File: config.mk
export PLATFORM = sky130hd
export DESIGN_NAME = lms_weight_updater
export DESIGN_NICKNAME = d
export VERILOG_FILES = /design/src/rtl/lms_pkg.sv /design/src/rtl/lms_tap_mac.sv /design/src/rtl/lms_weight_updater.sv
export SDC_FILE = /design/constraint.sdc
export NUM_CORES = 2
export LEC_CHECK = 0
export ABC_AREA = 1
export CAP_MARGIN = 15
export CORE_AREA = 2 2 653 655
export DETAILED_ROUTE_END_ITERATION = 12
export DIE_AREA = 0 0 655 657
export GPL_TIMING_DRIVEN = 0
export PLACE_DENSITY = 0.43
export REMOVE_ABC_BUFFERS = 1
export SLEW_MARGIN = 20
export SYNTH_ARGS = -nofsm -noshare
export SYNTH_HDL_FRONTEND = slang
export SYNTH_SLANG_ARGS = --single-unit
File: constraint.sdc
create_clock -name clk_in -period 58.7 [get_ports clk_in]
set_input_delay 11.74 -clock clk_in [delete_from_list [all_inputs] [get_ports clk_in]]
set_output_delay 11.74 -clock clk_in [all_outputs]
set_load 0.02 [all_outputs]
File: src/rtl/lms_pkg.sv
// Shared geometry, types and the weight clamp for the LMS weight updater.
package lms_pkg;

  localparam int NUM_TAPS  = 64;
  localparam int SAMPLE_W  = 16;
  localparam int WEIGHT_W  = 10;
  localparam int TAP_IDX_W = $clog2(NUM_TAPS);
  localparam int PROD_W    = 2 * SAMPLE_W;
  localparam int SUM_W     = PROD_W + 1;
  localparam int WMAX      = (2 ** (WEIGHT_W - 1)) - 1;
  localparam int WMIN      = -(2 ** (WEIGHT_W - 1));

  typedef logic signed [SAMPLE_W-1:0] sample_t;
  typedef logic signed [WEIGHT_W-1:0] weight_t;
  typedef logic [TAP_IDX_W-1:0]       tap_idx_t;

  typedef enum logic [1:0] {IDLE, RUN, COMMIT} lms_state_t;

  function automatic weight_t sat_weight(input logic signed [SUM_W-1:0] s);
    if (s > SUM_W'(WMAX))      sat_weight = weight_t'(WMAX);
    else if (s < SUM_W'(WMIN)) sat_weight = weight_t'(WMIN);
    else                       sat_weight = s[WEIGHT_W-1:0];
  endfunction

endpackage

File: src/rtl/lms_tap_mac.sv
// Stage-2 datapath: scale the product, optionally leak the old weight, add, clamp.
// Leakage is enabled by defining LMS_LEAKAGE_EN.
module lms_tap_mac
  import lms_pkg::*;
#(
  parameter int STEP_SHIFT = 10,
  parameter int LEAK_SHIFT = 8
) (
  input  logic signed [PROD_W-1:0] prod,
  input  weight_t                  w_cur,
  output weight_t                  w_next
);

  if (STEP_SHIFT < 0 || STEP_SHIFT >= PROD_W) begin : g_step_chk
    $error("lms_tap_mac: STEP_SHIFT out of range");
  end
  if (LEAK_SHIFT < 1 || LEAK_SHIFT >= WEIGHT_W) begin : g_leak_chk
    $error("lms_tap_mac: LEAK_SHIFT out of range");
  end

  logic signed [PROD_W-1:0] delta;
  logic signed [SUM_W-1:0]  sum;

  assign delta = prod >>> STEP_SHIFT;

`ifdef LMS_LEAKAGE_EN
  weight_t leak;
  // Pulls every weight toward zero by 2^-LEAK_SHIFT per update.
  assign leak = w_cur >>> LEAK_SHIFT;
  assign sum  = SUM_W'(w_cur) - SUM_W'(leak) + SUM_W'(delta);
`else
  assign sum  = SUM_W'(w_cur) + SUM_W'(delta);
`endif

  assign w_next = sat_weight(sum);

endmodule

File: src/rtl/lms_weight_updater.sv
// Sign-correct LMS weight updater for fir63; one tap per cycle, atomic commit.
// Optional leakage in the update term via LMS_LEAKAGE_EN.
module lms_weight_updater
  import lms_pkg::*;
#(
  parameter int STEP_SHIFT = 10,
  parameter int LEAK_SHIFT = 8
) (
  input  logic                               clk_in,
  input  logic                               rst_in,
  input  logic                               start_in,
  input  sample_t                            error_in,
  input  logic [NUM_TAPS-1:0][SAMPLE_W-1:0]  sample,
  input  tap_idx_t                           offset,
  output logic [NUM_TAPS-1:0][WEIGHT_W-1:0]  weights_out,
  output logic                               busy_out,
  output logic                               done_out
);

  lms_state_t                        state;
  sample_t                           err_q;
  tap_idx_t                          off_q;
  logic [TAP_IDX_W:0]                cnt;
  logic                              issue;
  tap_idx_t                          x_idx;
  sample_t                           x_cur;

  logic                              s1_vld;
  tap_idx_t                          s1_idx;
  logic signed [PROD_W-1:0]          s1_prod;

  logic [NUM_TAPS-1:0][WEIGHT_W-1:0] work;
  weight_t                           wb_val;

  // Counter MSB marks that all taps have been issued for this update.
  assign issue    = (state == RUN) && !cnt[TAP_IDX_W];
  assign x_idx    = off_q - cnt[TAP_IDX_W-1:0];
  assign x_cur    = sample_t'(sample[x_idx]);
  assign busy_out = (state != IDLE);

  lms_tap_mac #(
    .STEP_SHIFT(STEP_SHIFT),
    .LEAK_SHIFT(LEAK_SHIFT)
  ) u_mac (
    .prod  (s1_prod),
    .w_cur (weight_t'(work[s1_idx])),
    .w_next(wb_val)
  );

  always_ff @(posedge clk_in or posedge rst_in) begin
    if (rst_in) begin
      state       <= IDLE;
      err_q       <= '0;
      off_q       <= '0;
      cnt         <= '0;
      s1_vld      <= 1'b0;
      s1_idx      <= '0;
      s1_prod     <= '0;
      work        <= '0;
      weights_out <= '0;
      done_out    <= 1'b0;
    end else begin
      done_out <= 1'b0;
      s1_vld   <= issue;
      if (issue) begin
        s1_idx  <= cnt[TAP_IDX_W-1:0];
        s1_prod <= PROD_W'(err_q) * PROD_W'(x_cur);
        cnt     <= cnt + 1'b1;
      end
      if (s1_vld) work[s1_idx] <= wb_val;

      case (state)
        IDLE: begin
          if (start_in) begin
            state <= RUN;
            err_q <= error_in;
            off_q <= offset;
            cnt   <= '0;
          end
        end
        RUN: begin
          // Last writeback lands on this edge, so COMMIT sees a complete set.
          if (s1_vld && s1_idx == tap_idx_t'(NUM_TAPS - 1)) state <= COMMIT;
        end
        COMMIT: begin
          weights_out <= work;
          done_out    <= 1'b1;
          state       <= IDLE;
        end
        default: state <= IDLE;
      endcase
    end
  end

endmodule

==> impl_metrics.py <==
metrics = {
    "status": {
        "run_status": "completed",
    },
    "min_path": {
        "min_path_type": "register to register",
    },
    "power_and_ir_drop": {
        "cellPowerDensity_nw_per_um2": 34.1,
        "finalPower_mw": 3.63,
        "p_leak_nw": 49.0,
        "vdd_ir_drop_max_mv": 0.0650,
    },
    "global_route": {
        "grt_pass1_vias": 73851,
        "antenna_found_initial": 109,
        "grt_util_all_layers_pct": 21.7,
        "grt_max_degree": 156,
        "global_route_wire_length_before_repair_um": 646000,
        "total_grt_overflow": 0,
    },
    "sta": {
        "final.min_clock_period_ps": 19710,
        "fin_skew_ps": 154,
        "min_period_over_period_pct": 33.6,
        "hold_viol": 0,
        "setup-violations-final": 0,
        "unrepaired_setup_endpoints_after_global_routing": "no",
        "finalMaxSlewViolations": 0,
        "setup_tns_ps": 0,
        "fmax_mhz": 50.7,
        "slew_headroom_pct": 14.2,
        "worst_slew_pin_slew_ps": 1270,
    },
    "cts": {
        "clock_path_buffers": 4,
        "cts_inserted_buffers": 171,
        "clock-sinks": 1341,
        "skew_pair_late_insertion_delay_ps": 920,
        "cts-htree-levels": 4,
        "post_cts_buffers": 0,
        "post_cts_resize_count": 0,
        "tritoncts_clock_tree": "done",
        "cts_hold_buffers": 0,
        "clock-root-buffer": "sky130_fd_sc_hd__clkbuf_16",
        "cts.reportedPaths.clkPinSlew_ps": 60,
    },
    "die": {
        "fp.coreArea_um2": 423000,
        "fp.dieW_um": 655,
        "die_area_um2": 430000,
        "initial_utilization_pct": 17.9,
        "std_cell_rows": 239,
        "ioPinCount": 1691,
        "die_h_um": 657,
    },
    "logic_synthesis": {
        "synth_edf_count": 0,
        "number_of_instances_in_the_synthesized_netlist": 9751,
        "synth-main-ff-cell": "sky130_fd_sc_hd__dfrtp_1",
        "netlist.top_cell.by_area": "sky130_fd_sc_hd__dfrtp_1",
        "synth.lib_cells_used.distinct": 57,
        "synth.area.top_cells": "sky130_fd_sc_hd__dfrtp_1 (44%), sky130_fd_sc_hd__nand2_1 (21%), sky130_fd_sc_hd__fa_1 (7.0%), sky130_fd_sc_hd__o21ai_0 (4.4%), sky130_fd_sc_hd__inv_1 (4.1%)",
        "dominant_cell_by_count_in_the_synthesized_netlist": "sky130_fd_sc_hd__nand2_1",
        "synth_top_cell_area_share_pct": 44.4,
        "ys_seq_elements": 1341,
        "syn-mean-instance-area_um2": 7.75,
        "number_of_warnings_reported_in_the_yosys_synthesis_log": 0,
        "async_reset_ff_share_pct": 100,
        "synthesis.area_um2": 75600,
        "synth-seq-area-share_pct": 44.4,
        "synth.top_cells.by_count": "sky130_fd_sc_hd__nand2_1 (4,143), sky130_fd_sc_hd__dfrtp_1 (1,341), sky130_fd_sc_hd__inv_1 (831), sky130_fd_sc_hd__o21ai_0 (658), sky130_fd_sc_hd__a21oi_1 (503)",
    },
    "worst_setup_path": {
        "cp_num_buf_inv": 6,
        "r2r_end": "s1_prod[30]",
        "worst-path-stages": 28,
        "depth_of_the_worst_register_to_register_path": 34,
        "crit_end": "s1_prod[30]",
        "setup.worst_path.start_class": "primary input",
        "cp_data_required_time_ps": 59460,
        "setup.worst_path.start": "sample[756]",
        "critPathMostFrequentCell": "sky130_fd_sc_hd__fa_1",
        "timing.critical_path.slowest_cell_delay_ps": 890,
        "cp_top_family": "adder cells",
        "end_kind": "register",
        "timing.critical_path.arrival_ps": 20470,
        "critical_path_peak_fanout": 15,
        "timing.rr.start": "off_q[0]",
        "critPathKind": "primary input to register",
        "crit_path_top_delay_cell": "sky130_fd_sc_hd__fa_1",
        "setup.reg_to_reg.worst_slack_ps": 46610,
    },
    "finish": {
        "fraction_of_layout_instances_using_a_drive_strength_above_1_pct": 5.26,
        "fin_nets": 12606,
        "area_delta_synth_final_pct": 40.7,
    },
    "route": {
        "route.antenna.remaining_nets": 0,
        "drc_errors": 0,
        "dr.first_iter.drc_count": 6807,
        "via_per_inst": 4.40,
        "via_count_of_the_routed_design": 75027,
        "post_drt_wl_per_cell_um": 28.2,
        "finalWirelength_um": 481000,
        "drt-pass1-iter-count": 6,
    },
    "place": {
        "hpwl_um": 379000,
        "portBuffers": 1690,
        "gp_routability_congestion": 0.943,
    },
    "job": {
        "max-cap-violations": 0,
    },
}
cells by family after synthesis:
| logic type | share of synthesized area [%] |
|---|---|
| buffers and inverters | 8.06 |
| DFF | 44.4 |
| xor gates and xnor gates | 0.533 |
| adders and majority gates | 8.75 |
| and+or+nand+nor | 25.3 |
| AOI/OAI and AO/OA | 13.0 |
worst min path at each step:
stage	from	to	slack (ps)	cells after the start
after global placement	weights_out[147]	weights_out[147]	450	2
after detailed placement	weights_out[269]	weights_out[269]	460	2
final	work[565]	weights_out[565]	450	2
after floorplan	work[182]	work[182]	450	2
after CTS	work[596]	weights_out[596]	450	2
after global routing	weights_out[145]	weights_out[145]	490	2
per-layer routing:
metal  vias up  global-route usage (%)  share of wire, %
met3       669                    3.54               6.1
met2      3035                    36.5                48
met1     37067                    26.4                40
met4        34                    11.3               6.2
li1      34222                       -                 -
met5         -                       0             0.046
layout by cell type (no fill, tap or decap), types with 23 or more instances in the layout:
cell	count
sky130_fd_sc_hd__a21oi_1	502
sky130_fd_sc_hd__a221oi_1	202
sky130_fd_sc_hd__a22oi_1	25
sky130_fd_sc_hd__a32oi_1	26
sky130_fd_sc_hd__buf_16	81
sky130_fd_sc_hd__buf_4	34
sky130_fd_sc_hd__clkbuf_1	30
sky130_fd_sc_hd__clkbuf_16	172
sky130_fd_sc_hd__clkbuf_8	49
sky130_fd_sc_hd__clkdlybuf4s50_1	1690
sky130_fd_sc_hd__clkinv_2	23
sky130_fd_sc_hd__dfrtp_1	1341
sky130_fd_sc_hd__diode_2	87
sky130_fd_sc_hd__fa_1	263
sky130_fd_sc_hd__ha_1	105
sky130_fd_sc_hd__inv_1	822
sky130_fd_sc_hd__nand2_1	4141
sky130_fd_sc_hd__nand3_1	261
sky130_fd_sc_hd__nand4_1	31
sky130_fd_sc_hd__nor2_1	282
sky130_fd_sc_hd__nor2_2	30
sky130_fd_sc_hd__nor3_1	49
sky130_fd_sc_hd__o21ai_0	652
sky130_fd_sc_hd__o22ai_1	139
sky130_fd_sc_hd__o41ai_1	26
worst min-delay path, cell delays in order, from the launching register on:
cell and delay, ps:
sky130_fd_sc_hd__dfrtp_1 380, sky130_fd_sc_hd__nand2_1 100, sky130_fd_sc_hd__nand2_1 70
registers in the layout, summed over array words and instances, names as in the netlist:
register,flops
cnt,7
done_out,1
err_q,16
off_q,6
s1_idx,6
s1_prod,22
s1_vld,1
state,2
weights_out,640
work,640
stage by stage:
| step | hold WS (ps) | instance area [um2] | utilization [%] | worst slack [ps] | std cells |
|---|---|---|---|---|---|
| 4_1_cts | 452 | 106000 | 25.1 | 38630 | 16979 |
| 3_3_place_gp | 453 | 96700 | 22.9 | -40850 | 16509 |
| 5_1_grt | 487 | 106000 | 25.1 | 38320 | 17051 |
| 2_1_floorplan | 449 | 72700 | - | 9160 | 9156 |
| 6_report | 454 | 106000 | 25.2 | 38990 | 17066 |
| 3_5_place_dp | 457 | 100000 | 23.8 | 37660 | 16677 |
final cells by class:
type / instances / area [um2]
fillers: 46688 / 316000
flip-flops and latches: 1341 / 33600
clock inverters: 51 / 596
multi-input cells: 6950 / 36400
inverters: 865 / 3320
repair buffers: 1858 / 20100
diodes: 87 / 218
clock buffers: 251 / 5090
well taps: 5663 / 7090
report_power, final:
group / internal (mW) / leakage, nW / switching [mW]
clock: 0.634 / 2.81 / 0.459
sequential: 0.925 / 18.5 / 0
combinational: 0.586 / 27.7 / 1.02
total: 2.14 / 49.0 / 1.48
(Power assumes the default switching activity.)
